[config.mk]
export PLATFORM = sky130hd
export DESIGN_NAME = sram_arbiter
export DESIGN_NICKNAME = d
export VERILOG_FILES = /design/src/rtl/sram_arbiter.sv
export SDC_FILE = /design/constraint.sdc
export NUM_CORES = 1
export LEC_CHECK = 0
export ABC_AREA = 1
export CORE_ASPECT_RATIO = 1.25
export CORE_MARGIN = 2
export CORE_UTILIZATION = 34
export DETAILED_ROUTE_END_ITERATION = 12
export PLACE_DENSITY_LB_ADDON = 0.25
export RECOVER_POWER = 100
export SLEW_MARGIN = 15
export SYNTH_ARGS = -nofsm -noshare
export SYNTH_HDL_FRONTEND = slang
export SYNTH_SLANG_ARGS = --single-unit
[constraint.sdc]
create_clock -name Clk -period 1.35 [get_ports Clk]
set_input_delay 0.27 -clock Clk [delete_from_list [all_inputs] [get_ports Clk]]
set_output_delay 0.27 -clock Clk [all_outputs]
set_load 0.05 [all_outputs]
[src/rtl/sram_arbiter.sv]
// Two-port round-robin arbiter for an asynchronous 16-bit SRAM.
// Each access holds the strobes for WAIT_CYCLES cycles, then spends one recovery cycle before returning to idle.
module sram_arbiter #(
    parameter int unsigned WAIT_CYCLES = 2
) (
    input  logic        Clk,
    input  logic        Reset,
    input  logic        req0,
    input  logic        req1,
    input  logic        we0,
    input  logic        we1,
    input  logic [19:0] addr0,
    input  logic [19:0] addr1,
    input  logic [15:0] wdata0,
    input  logic [15:0] wdata1,
    output logic        ack0,
    output logic        ack1,
    output logic [15:0] rdata0,
    output logic [15:0] rdata1,
    output logic        busy,
    output logic        CE,
    output logic        UB,
    output logic        LB,
    output logic        OE,
    output logic        WE,
    output logic [19:0] ADDR,
    output logic [15:0] Data_to_SRAM,
    input  logic [15:0] Data_from_SRAM,
    output logic        tristate_output_enable
);

    typedef enum logic [1:0] {StIdle, StAccess, StRecover} state_e;

    localparam logic [3:0] CntInit = 4'(WAIT_CYCLES - 1);

    state_e      state_q, state_d;
    logic [3:0]  cnt_q, cnt_d;
    logic        gnt_q, gnt_d;
    logic        last_q, last_d;
    logic        wr_q, wr_d;
    logic        ack0_q, ack0_d;
    logic        ack1_q, ack1_d;
    logic [15:0] rdata0_q, rdata0_d;
    logic [15:0] rdata1_q, rdata1_d;
    logic        busy_q, busy_d;
    logic        ce_q, ce_d;
    logic        ub_q, ub_d;
    logic        lb_q, lb_d;
    logic        oe_q, oe_d;
    logic        we_n_q, we_n_d;
    logic        toe_q, toe_d;
    logic [19:0] addr_q, addr_d;
    logic [15:0] wdata_q, wdata_d;

    logic        win;
    logic        win_we;

    // On a tie the port not granted last time wins.
    always_comb begin
        win    = (req0 && req1) ? ~last_q : req1;
        win_we = win ? we1 : we0;
    end

    always_comb begin
        state_d  = state_q;
        cnt_d    = cnt_q;
        gnt_d    = gnt_q;
        last_d   = last_q;
        wr_d     = wr_q;
        ack0_d   = 1'b0;
        ack1_d   = 1'b0;
        rdata0_d = rdata0_q;
        rdata1_d = rdata1_q;
        busy_d   = busy_q;
        ce_d     = ce_q;
        ub_d     = ub_q;
        lb_d     = lb_q;
        oe_d     = oe_q;
        we_n_d   = we_n_q;
        toe_d    = toe_q;
        addr_d   = addr_q;
        wdata_d  = wdata_q;

        unique case (state_q)
            StIdle: begin
                if (req0 || req1) begin
                    state_d = StAccess;
                    cnt_d   = CntInit;
                    gnt_d   = win;
                    last_d  = win;
                    wr_d    = win_we;
                    addr_d  = win ? addr1 : addr0;
                    if (win_we) begin
                        wdata_d = win ? wdata1 : wdata0;
                    end
                    busy_d  = 1'b1;
                    ce_d    = 1'b0;
                    ub_d    = 1'b0;
                    lb_d    = 1'b0;
                    oe_d    = win_we;
                    we_n_d  = ~win_we;
                    toe_d   = win_we;
                end
            end
            StAccess: begin
                if (cnt_q == 4'd0) begin
                    state_d = StRecover;
                    if (!wr_q) begin
                        if (gnt_q) begin
                            rdata1_d = Data_from_SRAM;
                        end else begin
                            rdata0_d = Data_from_SRAM;
                        end
                    end
                    ack0_d = ~gnt_q;
                    ack1_d = gnt_q;
                    ce_d   = 1'b1;
                    ub_d   = 1'b1;
                    lb_d   = 1'b1;
                    oe_d   = 1'b1;
                    we_n_d = 1'b1;
                    toe_d  = 1'b0;
                end else begin
                    cnt_d = cnt_q - 4'd1;
                end
            end
            StRecover: begin
                state_d = StIdle;
                busy_d  = 1'b0;
            end
            default: begin
                state_d = StIdle;
                busy_d  = 1'b0;
            end
        endcase
    end

    always_ff @(posedge Clk) begin
        if (!Reset) begin
            state_q  <= StIdle;
            cnt_q    <= 4'd0;
            gnt_q    <= 1'b0;
            last_q   <= 1'b1;
            wr_q     <= 1'b0;
            ack0_q   <= 1'b0;
            ack1_q   <= 1'b0;
            rdata0_q <= 16'h0;
            rdata1_q <= 16'h0;
            busy_q   <= 1'b0;
            ce_q     <= 1'b1;
            ub_q     <= 1'b1;
            lb_q     <= 1'b1;
            oe_q     <= 1'b1;
            we_n_q   <= 1'b1;
            toe_q    <= 1'b0;
            addr_q   <= 20'h0;
            wdata_q  <= 16'h0;
        end else begin
            state_q  <= state_d;
            cnt_q    <= cnt_d;
            gnt_q    <= gnt_d;
            last_q   <= last_d;
            wr_q     <= wr_d;
            ack0_q   <= ack0_d;
            ack1_q   <= ack1_d;
            rdata0_q <= rdata0_d;
            rdata1_q <= rdata1_d;
            busy_q   <= busy_d;
            ce_q     <= ce_d;
            ub_q     <= ub_d;
            lb_q     <= lb_d;
            oe_q     <= oe_d;
            we_n_q   <= we_n_d;
            toe_q    <= toe_d;
            addr_q   <= addr_d;
            wdata_q  <= wdata_d;
        end
    end

    assign ack0                   = ack0_q;
    assign ack1                   = ack1_q;
    assign rdata0                 = rdata0_q;
    assign rdata1                 = rdata1_q;
    assign busy                   = busy_q;
    assign CE                     = ce_q;
    assign UB                     = ub_q;
    assign LB                     = lb_q;
    assign OE                     = oe_q;
    assign WE                     = we_n_q;
    assign ADDR                   = addr_q;
    assign Data_to_SRAM           = wdata_q;
    assign tristate_output_enable = toe_q;

endmodule

Word-level counts from Yosys, hierarchy flattened
Cells that the tools add are included.
{"block": "totals", "wordCells": 61, "ff_bits": 84, "in_bits": 94, "out_inout_bits": 77}
{"block": "classes", "reduce_logical": 14, "n_addsub": 1, "muxes": 21, "bitwise_logic": 5, "n_eq_ne": 4}
{"op": "two-way mux 20 bit", "count": 1}
{"op": "two-way mux 16 bit", "count": 1}
{"op": "AND reduction 3 bit", "count": 4}
{"op": "one-hot mux 1 bit (2 select lines)", "count": 5}
{"op": "two-way mux 1 bit", "count": 8}
{"op": "two-way mux 4 bit", "count": 2}
{"op": "one-hot mux 4 bit (2 select lines)", "count": 1}
{"op": "AND reduction 4 bit", "count": 2}
{"op": "inequality test 2 bit, second input constant", "count": 3}
{"op": "AND reduction 2 bit", "count": 3}
{"op": "inverter 1 bit", "count": 5}
{"op": "zero test 4 bit", "count": 1}
{"op": "two-way mux 2 bit", "count": 2}
{"op": "one-hot mux 2 bit (2 select lines)", "count": 1}
{"op": "subtractor 4 x 1 -> 4 bit, second input constant", "count": 1}
{"op": "equality test 2 x 1 -> 1 bit, second input constant", "count": 1}
{"op": "zero test 2 bit", "count": 1}
{"op": "nonzero test 2 bit", "count": 1}
{"op": "logical AND 1 bit", "count": 1}
{"op": "logical OR 1 bit", "count": 1}

Longest topological paths before layout
Gate-level depths: netlist (run 1).
{"block": "depth", "word_depth": 6, "ltp_mapped": 9, "depth_no_buf": 8}

Worst setup path before layout (run 1)
Ideal clock, no wire load.
{"block": "synth_path", "path_kind": "reg-to-reg", "from": "reg cnt_q[0]", "to": "reg rdata1_q[12] (netlist: rdata1[12])", "path_stages_with_launch": 9, "synth_period_minus_slack_ns": 1.313, "arrival_time_ns": 1.198, "setup_ns": 0.114, "path_buffers": 1, "required_ns": 1.236, "path_slack_ns": 0.037, "cell_sequence": "dfxtp_1 > inv_1 > ha_1 > nand3_4 > nor2_4 > buf_4 > nand2_1 > nand2_1 > nor2_1"}
{"block": "synth_via", "elab_chain_len": 2}
{"element": "start, declared", "line": "37", "source": "logic [3:0] cnt_q, cnt_d;"}
{"element": "start signal, assigned", "line": "160", "source": "cnt_q <= cnt_d;"}
{"element": "zero test 4 bit", "line": "106", "source": "if (cnt_q == 4'd0) begin"}
{"element": "AND reduction 4 bit (no source line)"}
{"element": "end signal, assigned", "line": "167", "source": "rdata1_q <= rdata1_d;"}
{"element": "end, declared", "line": "44", "source": "logic [15:0] rdata1_q, rdata1_d;"}
No other way between the ends.
A chain may end at the register's enable or synchronous reset.

==> results of run 1 <==
[path summary, 6_finish.rpt]
check / cells past startpoint / end / startpoint
min: 3 / ack1 / Reset
min reg2reg: 1 / ack0 / gnt_q
max reg2reg: 9 / OE / state_q[1]
max: 1 / CE / LB
[layout by cell type, fill, tap and decap left out, types with 2 or more instances in the layout]
master,netlist,layout
dfxtp_1,84,81
clkdlybuf4s50_1,0,90
clkbuf_4,0,4
nand2_4,2,2
nor2_1,111,110
nand3_1,7,7
nor3_1,20,19
dlymetal6s2s_1,0,2
clkbuf_8,0,2
buf_4,11,19
clkbuf_16,0,9
buf_12,0,8
clkbuf_1,8,2
clkbuf_2,1,76
inv_1,42,40
a21oi_1,3,3
inv_2,3,4
nand3_4,3,3
nor2_4,5,5
o21ai_0,39,49
o21ai_1,21,11
nand2_2,1,4
nor2_2,1,2
nand2_1,146,143
dfxtp_2,0,3
clkinvlp_4,0,2
[per-layer routing]
| layer | GRT usage, % | up-vias | part of all wire, % |
|---|---|---|---|
| li1 | - | 1984 | - |
| met1 | 20.24 | 1741 | 39 |
| met2 | 34.46 | 150 | 51 |
| met3 | 6.821 | 12 | 8.5 |
| met4 | 5.986 | 0 | 1.5 |
| met5 | 0 | - | 0 |
[flip-flops by register name, indices dropped and copies added, names as in the netlist]
register and flops:
ADDR 20, Data_to_SRAM 16, LB 1, OE 1
WE 1, ack0 1, ack1 1, busy 1
cnt_q 4, gnt_q 1, last_q 1, rdata0 16
rdata1 16, state_q 2, tristate_output_enable 1, wr_q 1
[cells by family (layout without fill, tap and decap cells)]
kind of cell               count (synthesis)  after routing
and+or+nand+nor                          300            300
DFF                                       84             84
buffers and inverters                     73            261
AOI/OAI and AO/OA                         66             66
adders and majority gates                  2              2
[metrics by stage]
| stage | setup WS, ns | area, µm² | instances | utilization, % |
|---|---|---|---|---|
| after detailed placement | -0.4689 | 6395 | 821 | 60.54 |
| after global placement | -0.3915 | 6395 | 821 | 60.54 |
| after global routing | 0.001372 | 5645 | 845 | 53.45 |
| final | 0.08803 | 5645 | 845 | 53.45 |
| after floorplan | 0.03727 | 3672 | 525 | - |
| after CTS | 0.003355 | 6754 | 841 | 63.94 |
[final cells by class]
cell class	count	area, µm²	share of cell area (%)
Timing Repair Buffer	200	1644	29.12
Inverter	45	171.4	3.036
Sequential cell	84	1685	29.85
Multi-Input combinational cell	368	1674	29.65
Clock buffer	13	260.3	4.610
Tap cell	132	165.2	2.926
Clock inverter	3	45.04	0.7979
[power by group]
part	switching, mW	internal, mW	total, mW
clock network	0.961	1.54	2.50
logic	1.99	1.01	3.00
registers	0.189	2.80	2.99
total	3.14	5.34	8.48
[repair_timing]
action / 4_1_cts / 5_1_grt
hold buffers: 0 / 0
buffers inserted: 4 / 3
cloned: 0 / 2
setup endpoints to repair: 63 / 71
pin swaps: 2 / 6
gates resized for setup: 4 / 13
==> flow_metrics.tcl, run 1 <==
set metrics [dict create \
    synth.most_common_cell "nand2_1" \
    synth_edf_count 0 \
    synth.area.top_cells "dfxtp_1 46%, nand2_1 15%, nor2_1 11%, o21ai_0 5.3%, inv_1 4.3%" \
    synth_common_cells "146 x nand2_1, 111 x nor2_1, 84 x dfxtp_1" \
    post_drt_wl_per_cell_um 13.01 \
    r2r_setup_slack_ns 0.09 \
    n_antenna_cell 0 \
    grt_max_degree 38 \
    insertion_delay_ns 0.33 \
    synth_adder_area_share_pct 0.6814 \
    critPathSlowestCell "dfxtp_2" \
    slowest_delay_ns 0.40 \
    pin_count 171 \
    crit_family "flip-flops" \
    path_clk_slew_ns 0.06 \
    synth_flop_cell "dfxtp_1" \
    final_layout_size_suffix_gt1_share_pct 21.18 \
    drt_pass1_iterations 6 \
    drcViolationCount 0 \
    syn_nets 621 \
    cts_root_buf "clkbuf_16" \
    die_w_um 96.96 \
    ir_worst_vdd_v 0.0008353 \
    crit_required_ns 1.08 \
    area_growth_pct 53.73 \
    critPathCaptureType "output pin" \
    avgSynthCellArea_um2 6.995 \
    grt_remaining_overflow 0 \
    ys_warn_count 0 \
    portBuffers 170 \
    critPathLaunchType "flip-flop" \
    cp.arrival_ns 0.99 \
    total_power_mw 8.483 \
    critPathBufInv 1 \
    die-area_um2 11650 \
    final_nets 804 \
    yosys.area_share.simple_pct 34.96 \
    cts_tree "built" \
    slew_viol_final 0 \
    tightest_slew_ns 0.3538 \
    p_leak_nw 2.672 \
    die_h_um 120.2 \
    path_cells "clkbuf_4" \
    setup_viol 0 \
    synth-seq-cells 84 \
    async_flop_share_pct 0 \
    synth.largest_area_cell "dfxtp_1" \
    vias_per_cell 4.600 \
    synth_mux_area_share_pct 0 \
    maxCapViolCount 0 \
    core_area_um2 10560 \
    relSlewSlack_pct 76.41 \
    power.density_nw_per_um2 1503 \
    grt_pass1_wl_um 17820 \
    synth_compound_area_share_pct 9.199 \
    ys_types 29 \
    fin_setup_tns_ns 0 \
    ys_seq_area_share_pct 45.79 \
    critPathMaxFanout 4 \
    final.period_utilization_pct 93.48 \
    ant_nets 0 \
    synth-xor-area-share_pct 0 \
    drt_iter0_markers 97 \
    hpwlAfterDp_um 8404 \
    numClockSinks 84 \
    routed_wirelength_um 10990 \
    status "finished clean" \
    num_vias 3887 \
    fin_skew_ns 0.005458 \
    rows 42 \
    cts_made_buffers 9 \
    nFillCells 1033 \
    hp-class "in2reg" \
    hold_ws_ns 0.2882 \
    min_period_ns 1.262 \
    rsz0062_at_grt "no" \
    place.gp.congestion 0.7845 \
    grt_usage_pct 18.87 \
    antenna_found_initial 0 \
    max_clock_freq_mhz 792.4 \
    start_util_pct 34.77 \
    syn_inst 525 \
    h-tree-depth 3 \
    cts_buffer_depth 2 \
    synth_top_family_by_area "simple AND/OR/NAND/NOR gates" \
    synth_top_area_share_pct 45.79 \
    hold_viol 0 \
    syn_area_um2 3672 \
    critPathKind "reg2out" \
    grt_pass1_vias 3984 \
]
(Power assumes the default switching activity.)
==> run 2, diff against run 1 <==
--- a/config.mk
+++ b/config.mk
@@ -6,6 +6,7 @@
 export NUM_CORES = 1
 export LEC_CHECK = 0
 export ABC_AREA = 1
+export CAP_MARGIN = 20
 export CORE_ASPECT_RATIO = 1.25
 export CORE_MARGIN = 2
 export CORE_UTILIZATION = 34
==> results of run 2 <==
No change in the layout: final DEF, timing and power equal those of run 1.
==> run 3, diff against run 2 <==
--- a/config.mk
+++ b/config.mk
@@ -11,6 +11,7 @@
 export CORE_MARGIN = 2
 export CORE_UTILIZATION = 34
 export DETAILED_ROUTE_END_ITERATION = 12
+export GPL_TIMING_DRIVEN = 1
 export PLACE_DENSITY_LB_ADDON = 0.25
 export RECOVER_POWER = 100
 export SLEW_MARGIN = 15
==> results of run 3 <==
No change in the layout: final DEF, timing and power equal those of run 1.
